**config.mk**
```make
export PLATFORM = sky130hd
export DESIGN_NAME = motion_sequencer
export DESIGN_NICKNAME = d
export VERILOG_FILES = /design/src/rtl/motion_sequencer_pkg.sv /design/src/rtl/motion_sequencer_axis.sv /design/src/rtl/motion_sequencer.sv
export SDC_FILE = /design/constraint.sdc
export NUM_CORES = 1
export LEC_CHECK = 0
export BUFFER_PORTS_ARGS = -buffer_cell sky130_fd_sc_hd__buf_2
export CORE_MARGIN = 5
export CORE_UTILIZATION = 35
export DETAILED_ROUTE_END_ITERATION = 6
export PLACE_DENSITY = 0.56
export SYNTH_ARGS = -nofsm -noshare
export SYNTH_HDL_FRONTEND = slang
export SYNTH_SLANG_ARGS = --single-unit
```
**constraint.sdc**
```tcl
create_clock -name clk -period 5.59 [get_ports clk]
set_clock_uncertainty 0.05 [all_clocks]
set_input_delay 1.118 -clock clk [delete_from_list [all_inputs] [get_ports clk]]
set_output_delay 1.118 -clock clk [all_outputs]
set_load 0.05 [all_outputs]
```
**src/rtl/motion_sequencer_pkg.sv**
```systemverilog
// Shared definitions for the two-axis motion sequencer: FSM states,
// motor command codes and the default angle modulus.
package motion_sequencer_pkg;

  localparam int ANG_MAX = 360;

  localparam logic [1:0] MOT_STOP = 2'b00;
  localparam logic [1:0] MOT_REV  = 2'b01;
  localparam logic [1:0] MOT_FWD  = 2'b10;

  typedef enum logic [2:0] {
    IDLE,
    LOAD,
    MOVE_TETA,
    MOVE_FI,
    AUTO,
    DONE
  } state_t;

  // Sensor comparator request -> motor command; 00 and 11 both mean hold.
  function automatic logic [1:0] auto_cmd(input logic [1:0] req);
    case (req)
      2'b01:   auto_cmd = MOT_REV;
      2'b10:   auto_cmd = MOT_FWD;
      default: auto_cmd = MOT_STOP;
    endcase
  endfunction

endpackage

```
**src/rtl/motion_sequencer_axis.sv**
```systemverilog
// axis_stepper: one axis position counter with modular wrap, plus the
// shortest-path direction toward a target. Knows nothing about step timing;
// the caller supplies a step enable and the command to apply.
module axis_stepper
  import motion_sequencer_pkg::*;
#(
  parameter int ANG_MOD = 360
) (
  input  logic        clk,
  input  logic        rst,
  input  logic [15:0] target_i,
  input  logic        step_i,
  input  logic [1:0]  cmd_i,
  output logic [15:0] pos_o,
  output logic [1:0]  dir_o,
  output logic        step_o
);

  logic [15:0] pos_q, pos_d;
  logic        step_q, step_d;
  logic [16:0] diff_raw;
  logic [16:0] fwd_dist;

  // Forward distance (target - pos) mod ANG_MOD; both operands are already
  // inside 0..ANG_MOD-1 so a single conditional subtract is enough.
  assign diff_raw = {1'b0, target_i} + 17'(ANG_MOD) - {1'b0, pos_q};
  assign fwd_dist = (diff_raw >= 17'(ANG_MOD)) ? diff_raw - 17'(ANG_MOD) : diff_raw;

  // Shortest path; an exact half-turn resolves to forward.
  always_comb begin
    if (fwd_dist == '0)                      dir_o = MOT_STOP;
    else if (fwd_dist <= 17'(ANG_MOD / 2))   dir_o = MOT_FWD;
    else                                     dir_o = MOT_REV;
  end

  // Next position with wrap at both ends; step pulse accompanies each move.
  always_comb begin
    pos_d  = pos_q;
    step_d = 1'b0;
    if (step_i && cmd_i == MOT_FWD) begin
      pos_d  = (pos_q == 16'(ANG_MOD - 1)) ? '0 : pos_q + 16'd1;
      step_d = 1'b1;
    end else if (step_i && cmd_i == MOT_REV) begin
      pos_d  = (pos_q == '0) ? 16'(ANG_MOD - 1) : pos_q - 16'd1;
      step_d = 1'b1;
    end
  end

  // Position and step pulse registers.
  always_ff @(posedge clk) begin
    if (rst) begin
      pos_q  <= '0;
      step_q <= 1'b0;
    end else begin
      pos_q  <= pos_d;
      step_q <= step_d;
    end
  end

  assign pos_o  = pos_q;
  assign step_o = step_q;

endmodule

```
**src/rtl/motion_sequencer.sv**
```systemverilog
// Two-axis motion sequencer: manual runs move teta then fi to latched
// targets along the shortest path; automatic runs step both axes from the
// sensor comparator requests. One shared step divider paces both axes.
module motion_sequencer
  import motion_sequencer_pkg::*;
#(
  parameter int STEP_DIV = 1000,
  parameter int ANG_MAX  = motion_sequencer_pkg::ANG_MAX
) (
  input  logic        clk,
  input  logic        rst,
  input  logic        start,
  input  logic        mode,
  input  logic        abort,
  input  logic [15:0] teta_d,
  input  logic [15:0] fi_d,
  input  logic [1:0]  auto_teta,
  input  logic [1:0]  auto_fi,
  output logic [1:0]  s_out_teta,
  output logic [1:0]  s_out_fi,
  output logic        step_teta,
  output logic        step_fi,
  output logic [15:0] teta_pos,
  output logic [15:0] fi_pos,
  output logic        busy,
  output logic        done,
  output logic        err
);

  localparam int DIVW = $clog2(STEP_DIV);

  state_t            state_q, state_d;
  logic [15:0]       teta_tgt_q, teta_tgt_d;
  logic [15:0]       fi_tgt_q, fi_tgt_d;
  logic [DIVW-1:0]   div_q, div_d;
  logic              err_q, err_d;
  logic              tick;
  logic [1:0]        teta_dir, fi_dir;
  logic [1:0]        teta_cmd, fi_cmd;
  logic              teta_step_en, fi_step_en;

  assign tick = (div_q == DIVW'(STEP_DIV - 1));

  // Next-state, divider, target latch and motor command decode.
  always_comb begin
    state_d      = state_q;
    teta_tgt_d   = teta_tgt_q;
    fi_tgt_d     = fi_tgt_q;
    err_d        = 1'b0;
    div_d        = tick ? '0 : div_q + 1'b1;
    teta_cmd     = MOT_STOP;
    fi_cmd       = MOT_STOP;
    teta_step_en = 1'b0;
    fi_step_en   = 1'b0;

    case (state_q)
      IDLE: begin
        div_d = '0;
        if (start && !abort) begin
          if (!mode) begin
            state_d = AUTO;
          end else if (({1'b0, teta_d} < 17'(ANG_MAX)) && ({1'b0, fi_d} < 17'(ANG_MAX))) begin
            teta_tgt_d = teta_d;
            fi_tgt_d   = fi_d;
            state_d    = LOAD;
          end else begin
            err_d = 1'b1;
          end
        end
      end
      LOAD: begin
        div_d   = '0;
        state_d = MOVE_TETA;
      end
      MOVE_TETA: begin
        teta_cmd = teta_dir;
        if (teta_dir == MOT_STOP) begin
          div_d   = '0;
          state_d = MOVE_FI;
        end else begin
          teta_step_en = tick;
        end
      end
      MOVE_FI: begin
        fi_cmd = fi_dir;
        if (fi_dir == MOT_STOP) begin
          state_d = DONE;
        end else begin
          fi_step_en = tick;
        end
      end
      AUTO: begin
        teta_cmd     = auto_cmd(auto_teta);
        fi_cmd       = auto_cmd(auto_fi);
        teta_step_en = tick;
        fi_step_en   = tick;
        if (mode) begin
          state_d      = IDLE;
          teta_step_en = 1'b0;
          fi_step_en   = 1'b0;
        end
      end
      DONE: begin
        state_d = IDLE;
      end
      default: begin
        state_d = IDLE;
      end
    endcase

    // Abort beats everything else and freezes both axes where they are.
    if (abort && state_q != IDLE) begin
      state_d      = IDLE;
      teta_step_en = 1'b0;
      fi_step_en   = 1'b0;
    end
  end

  // State, divider, latched targets and error pulse registers.
  always_ff @(posedge clk) begin
    if (rst) begin
      state_q    <= IDLE;
      teta_tgt_q <= '0;
      fi_tgt_q   <= '0;
      div_q      <= '0;
      err_q      <= 1'b0;
    end else begin
      state_q    <= state_d;
      teta_tgt_q <= teta_tgt_d;
      fi_tgt_q   <= fi_tgt_d;
      div_q      <= div_d;
      err_q      <= err_d;
    end
  end

  axis_stepper #(.ANG_MOD(ANG_MAX)) u_teta (
    .clk      (clk),
    .rst      (rst),
    .target_i (teta_tgt_q),
    .step_i   (teta_step_en),
    .cmd_i    (teta_cmd),
    .pos_o    (teta_pos),
    .dir_o    (teta_dir),
    .step_o   (step_teta)
  );

  axis_stepper #(.ANG_MOD(ANG_MAX)) u_fi (
    .clk      (clk),
    .rst      (rst),
    .target_i (fi_tgt_q),
    .step_i   (fi_step_en),
    .cmd_i    (fi_cmd),
    .pos_o    (fi_pos),
    .dir_o    (fi_dir),
    .step_o   (step_fi)
  );

  assign s_out_teta = teta_cmd;
  assign s_out_fi   = fi_cmd;
  assign busy       = (state_q != IDLE);
  assign done       = (state_q == DONE);
  assign err        = err_q;

endmodule

```
==> run metrics, run 1 <==
status=finished, violations left; failing checks=setup timing; Yosys cell types=between 90 and 100; DP HPWL=about 20,000 um; fin crit period=between 5 and 6 ns; # rows=55; Starting Density=between 30% and 40%; Worst EP arrival=roughly 4.5 ns; worst path required time=about 4.4 ns; slowest library cell on the worst path=or4_4; DRT iter0 DRCs=approximately 540; WHS=just under 0.4 ns; pwr/cell area=132 mW/mm2; CTS tree=built; WHS Path Cells=1; Remaining Overflow, GRT=0; crit-path cells=inv_2, ha_4, ha_4, inv_2, fa_2, and2b_2, o2111ai_4, and2_4, a211o_4, a2111oi_4, nand4_2, o221a_1, a31o_1, or4_4, o21a_4, clkinv_4, buf_8; Reg2Reg Setup Slack=between 0.3 and 0.4 ns; hold buffer count at cts=0; multiplexer share of the synthesized area=about 2.7%; Routed Antenna Nets=0; Post-Synth Adder-Cell Area=roughly 11%; measured slew at the worst slew-check pin=around 0.81 ns; final worst slack=-0.0292 ns; mapped cell area=~0.008 mm2; CP top delay family=compound AO/OA/AOI/OAI gates; clock slew at reported path FFs=~0.070 ns; I/O pin total=82; vias per inst=between 5 and 6; antenna violations before repair=1; CP peak stage delay=between 0.4 and 0.5 ns; Clock Path Buffers=2; worst relative slew slack=a little under half; vias in the first global route=8,157; Worst Hold End=div_q[0]$_SDFF_PP0_; first-pass GRT wire length=roughly 41,000 um; Post-Syn Instances=~1,100; Worst Hold Launch=div_q[0]$_SDFF_PP0_; #FFs+latches synth=80; worst-path maximum fanout=4; number of antenna diodes=0; Inserted Clock Buffers=9; R2R Path Start=u_fi.pos_o[1]$_SDFFE_PP0P_; Die W=162 um; drt drc=0; # setup viols final=1; Final Max Tran Viols=0; count of input and output buffers=81; max-cap viol count=0; simple-gate portion of the synthesized area=27.5%; fmax=178 MHz; Post-layout nets=approximately 1,300; H-Tree Depth=3; Post-synth EDFFs=0; largest family of logic cells by synthesized area=simple AND/OR/NAND/NOR gates; Die Area=around 0.026 mm2; placer congestion estimate=between 0.8 and 0.9; Startpoint Class=register; final hold violations=0; total core area=around 0.023 mm2; area grow syn2layout=23.2%; share of layout cells above drive strength 1=22.1%; Synth Warn #=0; Final period util=101%; element type at the critical path end=output pin; Peak VDD IR=~0.14 mV; Synth Flop Type=dfxtp_1; largest net degree at the start of global routing=55; Syn Area/Cell=7.37 um2; DR vias=about 8,600; Synth Area in Compound Gates=around a quarter; DRT Pass-1 Iters=7; XOR/XNOR Fraction of Synth Area=~5.2%; worst skew pair latency=0.36 ns; Die Span Y=between 150 and 200 um; Worst Path Buf+Inv=4; post-synthesis sequential area ratio=19.7%; syn_nets=~1,200; wire length per cell=between 15 and 20 um; dpl ws=-0.00353 ns; reg2reg end=u_fi.pos_o[12]$_SDFFE_PP0P_; unrepaired setup endpoints after global routing=true; Root Buffer=clkbuf_16; GRT Total Usage=about a fifth; Post-synth ARST share=0%; reg2reg path depth=22; critical path class=reg2out; total clock sinks=80; Final Util=approximately 44%; leakage=between 4 and 5 nW; worst hold path class=reg2reg; WL final=26,300 um
==> what timing repair did <==
action | in CTS | in global routing
setup endpoints to repair | 4 | 4
setup buffers | 10 | 11
pin swaps | 12 | 31
resized for setup | 38 | 32
==> metal layers <==
metal  share of wire (%)  up-vias  wire (um)  GRT usage [%]
met2                  50      206      13000           33.9
met4                 1.2        2        327           4.58
met1                  45     4085      11800           24.3
met5               0.046        -         12              0
li1                    -     4290          -              -
met3                 4.3       27       1130           3.25
==> cells in the mapped netlist (23+ instances only) <==
master / n / area [um2]
nand2_1: 80 / 300
inv_1: 81 / 304
nand3_1: 39 / 195
clkbuf_1: 43 / 161
o21ai_0: 54 / 270
dfxtp_1: 80 / 1600
and2_1: 25 / 156
a21oi_1: 52 / 260
ha_1: 71 / 888
xnor2_1: 31 / 272
nor2_1: 129 / 484
nor3_1: 35 / 175
a21o_1: 23 / 173
==> area by class of cell <==
class                      instances  area [um2]
inverter                          82         313
clock buffer                      12         256
tap                              285         357
timing repair buffer             174        1170
sequential                        80        1620
clock inverter                     4        76.3
fill                            2346       12700
multi-input combinational        883        6210
==> kinds of logic (layout without fill, tap and decap cells) <==
group                      count (synthesis)  count (layout)
buffers and inverters                    138             272
adders and majority gates                 73              73
xor gates and xnor gates                  48              48
muxes                                     22              22
DFF                                       80              80
AOI/OAI and AO/OA                        296             296
and+or+nand+nor                          444             444
==> cells in the final DEF (no fill, tap or decap), types with 9 or more instances in the layout <==
master       n
a21oi_1     51
buf_4       90
xor2_1      16
clkbuf_16    9
and2_1      23
nor3_1      34
a21o_1      23
nor2b_1     12
or3_1       12
nor2_1     126
o21a_1      11
nand3_1     39
buf_2       77
ha_1        66
o21ai_0     51
dfxtp_1     71
xnor2_1     29
nor4_1      15
mux2i_1     22
inv_1       75
nand4_1     19
nand2b_1    14
nand2_1     79
a31oi_1     12
and3_1      17
a211oi_1    16
==> per-stage QoR <==
| step | cell area [um2] | instances | setup TNS, ns | power, mW |
|---|---|---|---|---|
| after floorplan | 8130 | 1101 | -0.0765 | 0.617 |
| after detailed placement | 9220 | 1483 | -0.00353 | 0.647 |
| final | 10000 | 1520 | -0.0292 | 1.32 |
| after global placement | 9220 | 1483 | 0 | 0.647 |
| after CTS | 9770 | 1509 | 0 | 1.33 |
| after global routing | 10000 | 1520 | -0.464 | 1.37 |
==> flip-flops by register name (all words and copies together), names as in the netlist <==
signal / cells
u_fi.step_o: 1
fi_tgt_q: 16
teta_tgt_q: 16
u_teta.pos_o: 16
state_q: 3
err: 1
div_q: 10
u_teta.step_o: 1
u_fi.pos_o: 16
==> worst max-delay path by stage <==
stage	endpoint	cells after the start	slack (ns)	startpoint
global route	s_out_fi[1]	18	-0.15	fi_tgt_q[0]$_SDFFE_PP0P_
finish	s_out_fi[1]	17	-0.03	u_fi.pos_o[1]$_SDFFE_PP0P_
detailed placement	s_out_teta[1]	18	-0.004	u_teta.pos_o[1]$_SDFFE_PP0P_
global placement	s_out_teta[1]	18	0.07	u_teta.pos_o[1]$_SDFFE_PP0P_
floorplan	s_out_teta[1]	17	-0.08	u_teta.pos_o[4]$_SDFFE_PP0P_
CTS	s_out_teta[1]	17	0.01	u_teta.pos_o[9]$_SDFFE_PP0P_
==> worst reg2reg max path: stages (launching register included) <==
cell and delay (ns):
dfxtp_2 0.34, inv_2 0.05, ha_4 0.26, ha_4 0.13, inv_2 0.04, fa_2 0.39
and2b_2 0.27, o2111ai_4 0.16, and2_4 0.23, a211o_4 0.35, a2111oi_4 0.38, buf_4 0.19
a21oi_2 0.05, a2111o_1 0.29, a211oi_2 0.26, nand3_1 0.15, buf_4 0.17, o311ai_2 0.38
buf_12 0.19, nand2b_1 0.28, buf_4 0.20, o21ai_0 0.10, a221oi_1 0.28
==> power breakdown <==
| group | switching [mW] | internal, mW |
|---|---|---|
| sequential | 0.00277 | 0.570 |
| clock | 0.269 | 0.417 |
| combinational | 0.0396 | 0.0219 |
| total | 0.312 | 1.01 |
Note: power is estimated with default switching activity, not from simulation.
==> run 2, diff against run 1 <==
RECOVER_POWER = 100   (was unset)
==> run 2 against run 1 <==
  * The flow finishes with violations (capacitance limit, slew limit, setup timing)
  * Setup slack got worse by 0.0061 ns
  * Clock power barely moved
  * Sequential share of layout area rose by 0.14 points
  * Worst hold slack is essentially flat
  * Critical path type unchanged
==> run metrics, run 2 (synthesized netlist as in run 1, its figures left out) <==
status=finished, violations left (unchanged); failing checks=capacitance limit, slew limit, setup timing (was setup timing); vias in the first global route=8,157 (unchanged); element type at the critical path end=output pin (unchanged); Inserted Clock Buffers=9 (unchanged); vias per inst=5.67 (was 5.66); Starting Density=35.7% (unchanged); area grow syn2layout=22.1% (was 23.2%); Power Total=1.32 mW (about the same); # setup viols final=1 (unchanged); wire length per cell=17.3 um (about the same); Die Area=0.0263 mm2 (unchanged); Die Span Y=162 um (unchanged); Cell Int Power=1.01 mW (about the same); GRT Total Usage=19.2% (unchanged); worst hold path class=reg2reg (unchanged); measured slew at the worst slew-check pin=1.97 ns (was 0.811 ns); I/O pin total=82 (unchanged); count of input and output buffers=81 (unchanged); dpl cell area=0.00922 mm2 (unchanged); switch share=23.5% (was 23.6%); dpl ws=-0.00353 ns (unchanged); Clock Path Buffers=2 (unchanged); antenna violations before repair=1 (unchanged); worst skew pair latency=0.36 ns (about the same); number of antenna diodes=0 (unchanged); WL final=26,300 um (about the same); reg2reg end=u_fi.pos_o[12]$_SDFFE_PP0P_ (unchanged); pwr/cell area=133 mW/mm2 (was 132 mW/mm2); hold buffer count at cts=0 (unchanged); worst relative slew slack=-31.6% (was 45.5%); Reg power frac=43.4% (about the same); Setup crit start=u_fi.pos_o[1]$_SDFFE_PP0P_ (unchanged); Final period util=101% (about the same); DP HPWL=20,300 um (unchanged); commonest cells after routing, fill and taps aside=126 x nor2_1, 85 x buf_4, 79 x nand2_1 (was 126 x nor2_1, 90 x buf_4, 79 x nand2_1); Remaining Overflow, GRT=0 (unchanged); Startpoint Class=register (unchanged); Layout Cells excl Fill=1,520 (unchanged); CP peak stage delay=0.42 ns (about the same); # rows=55 (unchanged); final hold violations=0 (unchanged); Gate power share=4.6% (was 4.7%); worst path required time=4.42 ns (about the same); leakage=4.19 nW (was 4.38 nW); worst-path maximum fanout=4 (unchanged); DRT Pass-1 Iters=6 (was 7); fin area=0.00991 mm2 (was 0.0100 mm2); max-cap viol count=1 (was 0); Reg2Reg Setup Slack=0.24 ns (was 0.31 ns); Worst EP arrival=4.46 ns (was 4.45 ns); commonest non-fill, non-tap cell in the layout=nor2_1 (unchanged); total core area=0.0227 mm2 (unchanged); clock power share=52.0% (about the same); CP endpoint=s_out_fi[1] (unchanged); fin crit period=5.63 ns (was 5.62 ns); Root Buffer=clkbuf_16 (unchanged); Die W=162 um (unchanged); critical path class=reg2out (unchanged); slowest library cell on the worst path=or4_4 (unchanged); largest net degree at the start of global routing=55 (unchanged); fmax=178 MHz (about the same); crit-path cells=inv_2, ha_4, ha_4, inv_2, fa_2, and2b_2, o2111ai_4, and2_4, a211o_4, a2111oi_4, nand4_2, o221a_1, a31o_1, or4_4, o21a_4, clkinv_4, buf_8 (unchanged); Post-layout nets=1,344 (unchanged); unrepaired setup endpoints after global routing=true (unchanged); Routed Antenna Nets=0 (unchanged); clock slew at reported path FFs=0.07 ns (about the same); final worst slack=-0.0352 ns (was -0.0292 ns); placer congestion estimate=0.881 (unchanged); Final Util=43.7% (was 44.0%); Peak VDD IR=0.135 mV (about the same); DRT iter0 DRCs=529 (was 544); drt drc=0 (unchanged); total clock sinks=80 (unchanged); H-Tree Depth=3 (unchanged); first-pass GRT wire length=41,500 um (unchanged); share of layout cells above drive strength 1=18.6% (was 22.1%); Final Max Tran Viols=22 (was 0); R2R Path Start=u_fi.pos_o[1]$_SDFFE_PP0P_ (unchanged); DR vias=8,616 (was 8,610); Switch Pwr=0.311 mW (was 0.312 mW); CTS tree=built (unchanged); reg2reg path depth=22 (unchanged); Inst Count DP=1,483 (unchanged)
==> run 2: layout make-up <==
cell class,count,area [um2]
fill,2374,12800
multi-input combinational,883,6200
sequential,80,1620
timing repair buffer,174,1090
tap,285,357
inverter,82,313
clock buffer,12,256
clock inverter,4,76.3
==> run 2: metal layers <==
layer / vias to the layer above / routed length (um) / GRT usage [%]
li1: 4295 / - / -
met1: 4085 / 11800 / 24.3
met3: 27 / 1120 / 3.25
met2: 207 / 13000 / 33.9
met4: 2 / 325 / 4.58
met5: - / 12 / 0
==> run 2: power by group through the flow <==
| stage | logic [mW] | clock network, mW | registers (mW) |
|---|---|---|---|
| CTS | 0.0608 | 0.700 | 0.573 |
| floorplan | 0.0319 | 0 | 0.585 |
| global route | 0.0664 | 0.728 | 0.573 |
| detailed placement | 0.0599 | 0 | 0.587 |
| finish | 0.0611 | 0.686 | 0.573 |
| global placement | 0.0598 | 0 | 0.587 |
==> run 2: stage by stage <==
step / setup TNS, ns / hold slack [ns]
after global routing: -0.564 / 0.424
after floorplan: -0.0765 / 0.368
after global placement: 0 / 0.383
after detailed placement: -0.00353 / 0.387
final: -0.0352 / 0.397
after CTS: 0 / 0.400
==> run 2: critical path, delay by kind of cell, from the launching register on <==
family	cells	cell delay (ns)
AOI/OAI and AO/OA	6	1.61
adders and majority gates	3	0.78
buffers and inverters	4	0.27
and+or+nand+nor	4	1.10
DFF	1	0.34
==> run 2: worst min path at each step <==
| stage | from | to | slack (ns) | depth (start not counted) |
|---|---|---|---|---|
| 2_1_floorplan | div_q[0]$_SDFF_PP0_ | div_q[0]$_SDFF_PP0_ | 0.37 | 1 |
| 3_3_place_gp | div_q[0]$_SDFF_PP0_ | div_q[0]$_SDFF_PP0_ | 0.38 | 1 |
| 3_5_place_dp | div_q[0]$_SDFF_PP0_ | div_q[0]$_SDFF_PP0_ | 0.39 | 1 |
| 4_1_cts | div_q[0]$_SDFF_PP0_ | div_q[0]$_SDFF_PP0_ | 0.40 | 1 |
| 5_1_grt | fi_tgt_q[13]$_SDFFE_PP0P_ | fi_tgt_q[13]$_SDFFE_PP0P_ | 0.42 | 1 |
| 6_report | div_q[0]$_SDFF_PP0_ | div_q[0]$_SDFF_PP0_ | 0.40 | 1 |
==> run 2: what timing repair did <==
| action | 4_1_cts | 5_1_grt |
|---|---|---|
| endpoints found under the setup margin | 4 | 4 |
| pin swaps | 12 | 31 |
| resized for setup | 38 | 32 |
| buffers inserted | 10 | 11 |
| gates cloned | 0 | 0 |
==> run 3, diff against run 2 <==
ABC_AREA = 1   (was unset)
==> run 3 against run 2 <==
  * The run now ends clean
  * Fmax increased by 6.2%
  * Cell count up 32%
  * Utilization shrank 4.1 points
  * Largest cell class unchanged
  * Non-clock buffer count decreased by 76
  * Clock power decreased by 12%
  * Flip-flop and latch count stayed put
==> run metrics, run 3 <==
DRT Pass-1 Iters=5 (was 6); mapped cell area=0.00909 mm2 (was 0.00812 mm2); measured slew at the worst slew-check pin=1.28 ns (was 1.97 ns); pwr/cell area=120 mW/mm2 (was 133 mW/mm2); Final Util=39.6% (was 43.7%); worst skew pair latency=0.36 ns (about the same); antenna violations before repair=0 (was 1); dpl ws=0.419 ns (was -0.00353 ns); top-area cell type share of the netlist area=20.5% (was 19.7%); Area contributors post-synth=nand2_1 20%, dfxtp_1 18%, inv_1 11% (was dfxtp_1 20%, ha_1 11%, nor2_1 6.0%); Synth Flop Type=dfxtp_1 (unchanged); Power Total=1.23 mW (was 1.32 mW); clock slew at reported path FFs=0.06 ns (was 0.07 ns); final worst slack=0.293 ns (was -0.0352 ns); H-Tree Depth=3 (unchanged); Startpoint Class=register (unchanged); fin area=0.0102 mm2 (was 0.00991 mm2); Root Buffer=clkbuf_16 (unchanged); most frequent cell after synthesis=nand2_1 (was nor2_1); total core area=0.0258 mm2 (was 0.0227 mm2); Clock Path Buffers=2 (unchanged); wire length per cell=13.5 um (was 17.3 um); Starting Density=35.2% (was 35.7%); Post-layout nets=1,786 (was 1,344); unrepaired setup endpoints after global routing=true (unchanged); fmax=189 MHz (was 178 MHz); commonest cells after routing, fill and taps aside=494 x nand2_1, 251 x inv_1, 207 x nor2_1 (was 126 x nor2_1, 85 x buf_4, 79 x nand2_1); # setup viols final=0 (was 1); Post-Syn Instances=1,587 (was 1,101); share of layout cells above drive strength 1=10.7% (was 18.6%); Syn Area/Cell=5.73 um2 (was 7.37 um2); drt drc=0 (unchanged); Die Span Y=171 um (was 162 um); worst-path maximum fanout=7 (was 4); Synth Warn #=0 (unchanged); Synth top cells by count=496 x nand2_1, 255 x inv_1, 210 x nor2_1, 136 x nand3_1, 80 x dfxtp_1 (was 129 x nor2_1, 81 x inv_1, 80 x dfxtp_1, 80 x nand2_1, 71 x ha_1); Inserted Clock Buffers=9 (unchanged); final hold violations=0 (unchanged); max-cap viol count=0 (was 1); worst hold path class=reg2reg (unchanged); Peak VDD IR=0.125 mV (was 0.135 mV); DRT iter0 DRCs=711 (was 529); I/O pin total=82 (unchanged); syn_nets=1,701 (was 1,215); critical path class=reg2out (unchanged); element type at the critical path end=output pin (unchanged); commonest non-fill, non-tap cell in the layout=nand2_1 (was nor2_1); area grow syn2layout=12.4% (was 22.1%); area leader, netlist=nand2_1 (was dfxtp_1); fin crit period=5.30 ns (was 5.63 ns); vias in the first global route=8,586 (was 8,157); # rows=59 (was 55); Final Max Tran Viols=0 (was 22); Setup Total Neg Slack=0 ns (was -0.0352 ns); Post-synth EDFFs=0 (unchanged); Yosys cell types=45 (was 92); count of input and output buffers=81 (unchanged); Routed Antenna Nets=0 (unchanged); #FFs+latches synth=80 (unchanged); Post-synth ARST share=0% (unchanged); first-pass GRT wire length=43,700 um (was 41,500 um); WL final=27,200 um (was 26,300 um); Die W=171 um (was 162 um); Remaining Overflow, GRT=0 (unchanged); Die Area=0.0293 mm2 (was 0.0263 mm2); status=complete, no violations (was finished, violations left); dpl cell area=0.00985 mm2 (was 0.00922 mm2); DR vias=9,725 (was 8,616); total clock sinks=80 (unchanged); number of antenna diodes=0 (unchanged); largest net degree at the start of global routing=46 (was 55); Final period util=94.8% (was 101%); DP HPWL=21,800 um (was 20,300 um); placer congestion estimate=0.917 (was 0.881); worst relative slew slack=13.9% (was -31.6%); leakage=5.80 nW (was 4.19 nW); worst path required time=4.42 ns (about the same); vias per inst=4.83 (was 5.67); Worst EP arrival=4.13 ns (was 4.46 ns); post-synthesis sequential area ratio=17.6% (was 19.7%); CTS tree=built (unchanged); GRT Total Usage=18.2% (was 19.2%)
==> run 3: cell types whose count changed after synthesis, sizes merged, moves of 14 or more <==
cell,previous run,this run
o21ai,56,34
nand2,80,528
nand3,39,145
inv,81,266
nor2,129,227
xnor2,31,5
mux2i,22,0
and2,25,5
clkbuf,44,11
nand2b,14,0
xor2,17,40
and3,17,1
a21o,23,0
==> run 3: final timing paths <==
| check | start | endpoint | slack, ns | depth (start not counted) |
|---|---|---|---|---|
| worst min register to register | div_q[0]$_SDFF_PP0_ | div_q[0]$_SDFF_PP0_ | 0.40 | 1 |
| worst max register to register | u_teta.pos_o[1]$_SDFFE_PP0P_ | u_teta.pos_o[9]$_SDFFE_PP0P_ | 0.94 | 30 |
| worst min-delay path | div_q[0]$_SDFF_PP0_ | div_q[0]$_SDFF_PP0_ | 0.40 | 1 |
| worst max-delay path | u_fi.pos_o[4]$_SDFFE_PP0P_ | s_out_fi[0] | 0.29 | 22 |
==> run 3: worst max-delay path, cell delays in order (launching register included) <==
cell and delay [ns]:
dfxtp_1 0.46, inv_1 0.18, ha_1 0.33, ha_1 0.37, nand3b_1 0.18, nand2_1 0.13, ha_1 0.22, inv_1 0.05
nand2_1 0.09, nor2_2 0.07, o21bai_2 0.19, nand3_2 0.14, nor2_8 0.17, nand2_2 0.14, nand2_1 0.09, nand2_1 0.05
nor2_1 0.14, nand2_1 0.11, nor2_4 0.14, nand2_1 0.09, nand3_1 0.13, nand2_2 0.10, buf_2 0.22
==> run 3: per-stage QoR <==
| step | hold WS (ns) | instances |
|---|---|---|
| global route | 0.437 | 2012 |
| floorplan | 0.368 | 1587 |
| finish | 0.398 | 2012 |
| detailed placement | 0.387 | 1990 |
| global placement | 0.381 | 1990 |
| CTS | 0.401 | 2006 |
==> run 3: routing by layer <==
layer / global-route usage [%] / share of wire (%) / vias up
met2: 28.4 / 43 / 215
li1: - / - / 5131
met5: 0 / 0 / -
met3: 2.18 / 4.9 / 24
met4: 4.13 / 1.4 / 0
met1: 27.0 / 51 / 4355
==> run 3: cell type report <==
class | count | area (um2)
clock buffers | 10 | 229
clock inverters | 6 | 60.1
fillers | 2903 | 15600
inverters | 271 | 1020
multi-input cells | 1212 | 6380
flip-flops and latches | 80 | 1610
well taps | 335 | 419
repair buffers | 98 | 499
==> run 3: cell families (layout without fill, tap and decap cells) <==
logic type      Yosys count  after routing  share of synthesized area [%]
simple gates            988            990                           47.7
flops                    80             80                           17.6
xor+xnor                 45             45                           4.33
fa+ha+maj                73             73                           10.2
buf+inv                 297            385                           13.0
compound gates          104            104                           7.20
==> run 3: repair_timing <==
item                                    CTS  global route
hold buffers                              0             0
setup buffers                             0             4
resized for setup                         0            38
endpoints found under the setup margin    0             4
==> run 3: report_power, final <==
| part | internal [mW] | switching [mW] | total, mW |
|---|---|---|---|
| Sequential | 0.571 | 0.000838 | 0.572 |
| Clock | 0.344 | 0.259 | 0.603 |
| Combinational | 0.0175 | 0.0376 | 0.0551 |
| Total | 0.932 | 0.297 | 1.23 |
